==> config.mk <==
export PLATFORM = sky130hd
export DESIGN_NAME = mem_byte_seq
export DESIGN_NICKNAME = d
export VERILOG_FILES = /design/src/rtl/mem_byte_seq.sv
export SDC_FILE = /design/constraint.sdc
export NUM_CORES = 1
export LEC_CHECK = 0
export CAP_MARGIN = 20
export CORE_UTILIZATION = 25
export CTS_CLUSTER_DIAMETER = 40
export DETAILED_ROUTE_END_ITERATION = 10
export HOLD_SLACK_MARGIN = 0.15
export PLACE_DENSITY_LB_ADDON = 0.05
export SYNTH_ARGS = -nofsm -noshare
export SYNTH_HDL_FRONTEND = slang
export SYNTH_SLANG_ARGS = --single-unit
export TNS_END_PERCENT = 30
==> constraint.sdc <==
create_clock -name i_clk -period 3.4 [get_ports i_clk]
set_input_delay 1.02 -clock i_clk [delete_from_list [all_inputs] [get_ports i_clk]]
set_output_delay 1.02 -clock i_clk [all_outputs]
set_load 0.1 [all_outputs]
==> src/rtl/mem_byte_seq.sv <==
// mem_byte_seq
// Two-port word-access sequencer for the byte-wide on-chip memory.
// Requests from two masters (port 0 instruction fetch, port 1 load/store)
// are arbitrated round-robin. Each granted 32-bit request is broken into
// one memory cycle per selected byte lane, most significant lane first
// (big-endian: sel[3] -> byte offset 0).
//
// Ports
//   i_clk, i_rst            clock, synchronous active-low reset
//   i_mX_cyc/adr/we/sel/dat request from master X (held until ack)
//   o_mX_dat, o_mX_ack      read data and one-cycle completion pulse
//   o_mem_en/we/adr/dat     byte port towards the memory array
//   i_mem_dat               read byte, valid one cycle after an enabled read
//
// state  | meaning
// S_IDLE | waiting for a request; arbitrate and latch it
// S_XFER | issue one selected byte lane per cycle
// S_LAST | memory idle; capture the final read byte
// S_ACK  | pulse ack to the granted port, update round-robin pointer
module mem_byte_seq #(
  parameter int AW = 14
) (
  input  logic          i_clk,
  input  logic          i_rst,
  input  logic          i_m0_cyc,
  input  logic [AW-1:0] i_m0_adr,
  input  logic          i_m0_we,
  input  logic [3:0]    i_m0_sel,
  input  logic [31:0]   i_m0_dat,
  output logic [31:0]   o_m0_dat,
  output logic          o_m0_ack,
  input  logic          i_m1_cyc,
  input  logic [AW-1:0] i_m1_adr,
  input  logic          i_m1_we,
  input  logic [3:0]    i_m1_sel,
  input  logic [31:0]   i_m1_dat,
  output logic [31:0]   o_m1_dat,
  output logic          o_m1_ack,
  output logic          o_mem_en,
  output logic          o_mem_we,
  output logic [AW-1:0] o_mem_adr,
  output logic [7:0]    o_mem_dat,
  input  logic [7:0]    i_mem_dat
);

  typedef enum logic [1:0] {S_IDLE, S_XFER, S_LAST, S_ACK} state_t;

  state_t        r_state;
  logic          r_grant;
  logic          r_last_grant;
  logic          r_we;
  logic [3:0]    r_sel_rem;
  logic [31:0]   r_wdat;
  logic [AW-1:0] r_base;
  logic [31:0]   r_rd_data;
  logic          r_cap_vld;
  logic [1:0]    r_cap_lane;
  logic          r_m0_ack;
  logic          r_m1_ack;

  logic          w_grant_nxt;
  logic [AW-1:0] w_req_adr;
  logic          w_req_we;
  logic [3:0]    w_req_sel;
  logic [31:0]   w_req_dat;
  logic [1:0]    w_lane;
  logic [1:0]    w_off;
  logic [3:0]    w_sel_after;
  logic          w_in_xfer;
  logic [7:0]    w_wbyte;

  // Port 1 wins when it is the only requester, or on a tie when port 0
  // was served last.
  assign w_grant_nxt = i_m1_cyc & (~i_m0_cyc | ~r_last_grant);

  assign w_req_adr = w_grant_nxt ? i_m1_adr : i_m0_adr;
  assign w_req_we  = w_grant_nxt ? i_m1_we  : i_m0_we;
  assign w_req_sel = w_grant_nxt ? i_m1_sel : i_m0_sel;
  assign w_req_dat = w_grant_nxt ? i_m1_dat : i_m0_dat;

  // Highest remaining lane goes first.
  always_comb begin
    w_lane = 2'd0;
    if (r_sel_rem[3])      w_lane = 2'd3;
    else if (r_sel_rem[2]) w_lane = 2'd2;
    else if (r_sel_rem[1]) w_lane = 2'd1;
  end

  assign w_off       = 2'd3 - w_lane;
  assign w_sel_after = r_sel_rem & ~(4'b0001 << w_lane);
  assign w_wbyte     = 8'(r_wdat >> {w_lane, 3'b000});
  assign w_in_xfer   = (r_state == S_XFER);

  assign o_mem_en  = w_in_xfer;
  assign o_mem_we  = w_in_xfer & r_we;
  assign o_mem_adr = w_in_xfer ? (r_base + {{(AW-2){1'b0}}, w_off}) : '0;
  assign o_mem_dat = w_in_xfer ? w_wbyte : 8'h00;

  assign o_m0_dat = r_rd_data;
  assign o_m1_dat = r_rd_data;
  assign o_m0_ack = r_m0_ack;
  assign o_m1_ack = r_m1_ack;

  always_ff @(posedge i_clk) begin
    if (!i_rst) begin
      r_state      <= S_IDLE;
      r_grant      <= 1'b0;
      r_last_grant <= 1'b1;
      r_we         <= 1'b0;
      r_sel_rem    <= 4'b0000;
      r_wdat       <= 32'h0;
      r_base       <= '0;
      r_rd_data    <= 32'h0;
      r_cap_vld    <= 1'b0;
      r_cap_lane   <= 2'd0;
      r_m0_ack     <= 1'b0;
      r_m1_ack     <= 1'b0;
    end else begin
      // A lane read in the previous cycle returns its byte now.
      r_cap_vld <= 1'b0;
      if (r_cap_vld) begin
        r_rd_data[{r_cap_lane, 3'b000} +: 8] <= i_mem_dat;
      end

      case (r_state)
        S_IDLE: begin
          r_m0_ack <= 1'b0;
          r_m1_ack <= 1'b0;
          if (i_m0_cyc | i_m1_cyc) begin
            r_grant   <= w_grant_nxt;
            r_we      <= w_req_we;
            r_sel_rem <= w_req_sel;
            r_wdat    <= w_req_dat;
            r_base    <= w_req_adr & ~{{(AW-2){1'b0}}, 2'b11};
            r_rd_data <= 32'h0;
            r_state   <= (w_req_sel == 4'b0000) ? S_LAST : S_XFER;
          end
        end
        S_XFER: begin
          r_sel_rem  <= w_sel_after;
          r_cap_vld  <= ~r_we;
          r_cap_lane <= w_lane;
          if (w_sel_after == 4'b0000) begin
            r_state <= S_LAST;
          end
        end
        S_LAST: begin
          r_m0_ack <= ~r_grant;
          r_m1_ack <= r_grant;
          r_state  <= S_ACK;
        end
        S_ACK: begin
          r_m0_ack     <= 1'b0;
          r_m1_ack     <= 1'b0;
          r_last_grant <= r_grant;
          r_state      <= S_IDLE;
        end
        default: begin
          r_m0_ack <= 1'b0;
          r_m1_ack <= 1'b0;
          r_state  <= S_IDLE;
        end
      endcase
    end
  end

endmodule

Word-level counts from Yosys, hierarchy flattened. Index checks and enable logic that the tools add are counted.

Mux-type cells: 21. $add $sub $neg: 3. Shift-type cells: 4. Bitwise gates (word level): 10. Reduce and logical (&&, ||, !) cells: 10. Equal/unequal tests: 5.

Operators with widths (count): 32-bit two-way mux (4); 32-bit bitwise mux (1); 8-bit by 7-bit variable shift with 32-bit output (first input constant) (1); 8-bit by 7-bit variable part select with 32-bit output (1); 32-bit by 5-bit >> shifter with 8-bit output (1); 14-bit two-way mux (2); 14-bit by 2-bit adder with 14-bit output (1); 2-bit two-way mux (5); 4-bit zero test (2); 4-bit two-way mux (2); 8-bit two-way mux (1); 2-bit one-hot mux with 4 select lines (1); 4-bit one-hot mux with 2 select lines (1); 2-bit AND reduction (4); 5-bit negation with 7-bit output (1); 4-bit AND (1); 2-bit == test (second input constant) (2); 1-bit NOT (4); 4-bit NOT (1); 1-bit one-hot mux with 2 select lines (2); 2-bit nonzero test (2); 1-bit by 2-bit << shifter with 4-bit output (first input constant) (1); 1-bit AND (2); 2-bit by 1-bit == test with 1-bit output (second input constant) (1); other kinds (7) (9).

Output and inout port bits: 90. Register bits after elaboration: 90. Bits of input ports: 114.

Logic depth before layout (Yosys ltp).
Word-level depth: 9. Gate-level depth with buffers: 7. Gate-level depth less buffers: 6.

Least setup slack after synthesis. OpenSTA, ideal clock, no wires.

Kind: register to output. Start: register r_state[1]. End: output port o_mem_adr[0]. Data required time: 2.380 ns. Path slack: -1.615 ns. Arrival time: 3.995 ns. Path buffers: 1. Stages on the path, launching flop included: 6. Path through: dfxtp_1 > inv_1 > ha_1 > clkbuf_1 > inv_1 > a211oi_1.

Longest elaborated chain between the ends: 2.

Ends and longest elaborated chain: start: declaration (line 48) `state_t r_state;`; start signal: assignment (line 136) `r_state <= (w_req_sel == 4'b0000) ? S_LAST : S_XFER;`; 2-bit by 1-bit == test with 1-bit output (line 92) `assign w_in_xfer = (r_state == S_XFER);`; named net o_mem_en (line 39) `output logic o_mem_en,`; 14-bit two-way mux (line 96) `assign o_mem_adr = w_in_xfer ? (r_base + {{(AW-2){1'b0}}, w_off}) : '0;`; end: declaration (line 41) `output logic [AW-1:0] o_mem_adr,`.

The timed path passes the listed nets, and every way through them passes these cells.

Worst setup path after layout.
Start: register r_sel_rem[1]. End: output port o_mem_dat[5].

Longest elaborated chain between the ends: 5.

Ends and longest elaborated chain: start: declaration (line 52) `logic [3:0] r_sel_rem;`; start signal: assignment (line 132) `r_sel_rem <= w_req_sel;`; start signal: assignment (line 140) `r_sel_rem <= w_sel_after;`; 1-bit two-way mux (line 86) `else if (r_sel_rem[1]) w_lane = 2'd1;`; 2-bit two-way mux (line 85) `else if (r_sel_rem[2]) w_lane = 2'd2;`; 2-bit two-way mux (line 84) `if (r_sel_rem[3]) w_lane = 2'd3;`; 32-bit by 5-bit >> shifter with 8-bit output (line 91) `assign w_wbyte = 8'(r_wdat >> {w_lane, 3'b000});`; 8-bit two-way mux (line 97) `assign o_mem_dat = w_in_xfer ? w_wbyte : 8'h00;`; end: declaration (line 42) `output logic [7:0] o_mem_dat,`.

No other way between the ends.

==> metrics.md <==
| Metric | Value |
|---|---|
| Outcome | `finished clean` |
| Setup CP Type | `reg2out` |
| Critical path required time | `2.38 ns` |
| CP startpoint | `r_sel_rem[1]` |
| Die ar. | `18,700 sq um` |
| RSZ-0062 raised after global routing | `false` |
| Post-CTS Resized | `0` |
| Port Buffer Count | `199` |
| Total GRT Usage | `14.0%` |
| Sequential-to-total area share from yosys stat | `39.8%` |
| Cell count after synthesis | `490` |
| Psw | `0.00196 W` |
| Max Cap Viol | `0` |
| Fill count | `1,741` |
| Crit start category | `register` |
| Placed Cells | `857` |
| Sequential Power Share | `32.0%` |
| Clock Latency Late Sink | `0.34 ns` |
| FF+latch count, synth | `90` |
| Most frequent CP cell | `mux2i_1` |
| Die Width | `137 um` |
| CP delay by family, top | `flip-flops` |
| H-tree Lvls | `3` |
| Row count | `48` |
| Worst-path clk slew | `0.06 ns` |
| Worst Path Buf+Inv | `1` |
| Fin. Hold Viols | `0` |
| Total inserted antenna cells | `0` |
| First DRT Iteration DRCs | `151` |
| Core ar. | `17,500 sq um` |
| Count of non-filler cells in the finished layout | `873` |
| First-pass GRT wire length | `19,800 um` |
| Sw Share | `43.3%` |
| Leak Pwr | `2.62 nW` |
| Setup TNS | `0 ns` |
| Tcrit/Tclk final | `92.8%` |
| Clk pwr share | `21.2%` |
| Crit-path max FO | `13` |
| Detail Placement HPWL | `9860 um` |
| Gpl congestion | `0.733` |
| Cell Int Power | `0.00256 W` |
| Critical Path AT | `2.14 ns` |
| Area Growth Syn to Fin | `49.9%` |
| Max Clk Rate | `0.317 GHz` |
| CTS max path bufs | `2` |
| DRC viols | `0` |
| DR vias | `3,999` |
| Final ANT Viol Nets | `0` |
| Synthesized area | `4530 sq um` |
| CTS Sinks | `90` |
| Fin util | `38.8%` |
| Critical-path cell list | `mux2i_1 > o21ai_0 > mux2i_1 > nor2_4 > buf_12` |
| Synth cell types | `35` |
| Initial antenna violation count | `0` |
| Num CTS Buffers | `9` |
| Area of the multi-input gates | `2400 sq um` |
| Vias in the first global route | `3,779` |
| VDD IR max | `0.352 mV` |
| Post-Syn Nets | `615` |
| Hold Crit Start | `r_we` |
| Crit path max-delay cell type | `dfxtp_1` |
| Syn Area/Cell | `9.24 sq um` |
| Hold Path Class | `reg2reg` |
| Clock Skew | `0.00895 ns` |
| Logic pwr share | `46.8%` |
| CTS tree | `yes` |
| Layout cell share with drive strength beyond 1 | `21.3%` |
| Max incr delay on CP | `0.78 ns` |
| Largest net degree at the start of global routing | `45` |
| Final wirelength | `12,800 um` |
| First-pass iteration count of the detailed router | `4` |
| Hold-fix buffers, CTS | `0` |
| Fin nets | `768` |
| Chip height | `137 um` |
| Ys Warns | `0` |
| Register area | `1800 sq um` |
| Post-CTS setup repair buffer count | `0` |
| Final Setup Violations | `0` |
| GR Overflow Total | `0` |
| Worst Setup End Kind | `primary output` |
| Slew margin rel. | `41.5%` |
| Worst-margin pin slew | `0.876 ns` |
| I/O pin count | `204` |
| Final Max Tran Viols | `0` |
| Period minus WS final | `3.16 ns` |
| WL per Instance | `14.7 um` |
| Root buf cell | `clkbuf_16` |
| Pwr dens | `666 nW/um^2` |
| FF-to-FF Start | `r_cap_lane[0]` |
| Initial core utilization | `25.9%` |
| Vias per cell | `4.58` |
sequential cells by signal, summed over array words and instances, names as in the netlist:
register      cells
o_m0_dat         32
r_base           12
r_cap_lane        2
r_cap_vld         1
r_sel_rem         4
r_state           2
r_wdat           32
r_we              1
r_last_grant      1
o_m0_ack          1
r_grant           1
o_m1_ack          1
power by group through the flow:
stage               clock network, W  registers [W]  logic [W]
CTS                          0.00100        0.00145    0.00215
floorplan                          0        0.00145    0.00153
finish                      0.000959        0.00145    0.00211
global route                 0.00105        0.00148    0.00228
detailed placement                 0        0.00147    0.00214
global placement                   0        0.00147    0.00212
layer usage:
| metal | share of wire, % | global-route usage, % |
|---|---|---|
| met3 | 7.0 | 3.63 |
| met5 | 0 | 0 |
| met4 | 1.1 | 5.00 |
| met1 | 42 | 16.2 |
| met2 | 50 | 24.9 |
per-stage QoR:
step / hold WS (ns) / setup slack (ns) / power, W / instance area (sq um)
floorplan: 0.413 / 0.115 / 0.00298 / 4620
global placement: 0.464 / 0.512 / 0.00359 / 6490
detailed placement: 0.474 / 0.490 / 0.00361 / 6490
CTS: 0.486 / 0.171 / 0.00460 / 6780
global route: 0.513 / 0.148 / 0.00481 / 6780
finish: 0.477 / 0.244 / 0.00452 / 6780
area by class of cell:
type | count | share of cell area (%)
multi-input combinational | 328 | 35.3
clock inverter | 5 | 0.535
timing repair buffer | 207 | 29.3
tap | 225 | 4.15
sequential | 90 | 26.6
clock buffer | 11 | 3.73
inverter | 7 | 0.387
cells in the final DEF (no fill, tap or decap), types with 3 or more instances in the layout:
cell,count
clkinvlp_4,3
buf_12,13
nand2_1,14
inv_1,6
a211oi_1,48
dfxtp_1,90
and2_1,16
nor2_1,86
clkbuf_16,9
buf_4,85
o21ai_0,12
mux2i_1,67
nand2_2,3
nor2_4,8
a211o_1,3
a22oi_1,34
ha_1,10
clkdlybuf4s50_1,109
worst paths after layout:
kind | end | slack (ns) | cells past startpoint
max reg2reg | o_m0_dat[2] | 1.36 | 6
min reg2reg | r_cap_vld | 0.48 | 1
max | o_mem_dat[5] | 0.24 | 5
min | r_cap_vld | 0.48 | 1
Yosys cell counts (all sizes together):
| cell type | instances | area [sq um] |
|---|---|---|
| a22oi | 34 | 255 |
| a21oi | 3 | 18.8 |
| nand2 | 17 | 71.3 |
| buf | 46 | 342 |
| o22ai | 1 | 6.26 |
| a211o | 3 | 26.3 |
| o21a | 3 | 22.5 |
| nor2 | 94 | 353 |
| nor4b | 2 | 47.6 |
| nor3b | 1 | 12.5 |
| nor3 | 2 | 10.0 |
| mux2i | 67 | 671 |
| clkbuf | 19 | 72.6 |
| a211oi | 49 | 368 |
| nand2b | 2 | 12.5 |
| o21ai | 12 | 60.1 |
| ha | 11 | 138 |
| o31ai | 2 | 15.0 |
| nand3 | 1 | 5.00 |
| dfxtp | 90 | 1800 |
| and2 | 16 | 100 |
| a221oi | 1 | 8.76 |
| a21boi | 1 | 11.3 |
| o31a | 1 | 8.76 |
| inv | 7 | 26.3 |
| nor4 | 4 | 55.1 |
| a31o | 1 | 8.76 |
cells by family after synthesis:
family          synth area share (%)
simple gates                    14.7
mux                             14.8
compound gates                  17.9
flops                           39.8
fa+ha+maj                       3.04
buf+inv                         9.73
Note: power is estimated with default switching activity, not from simulation.
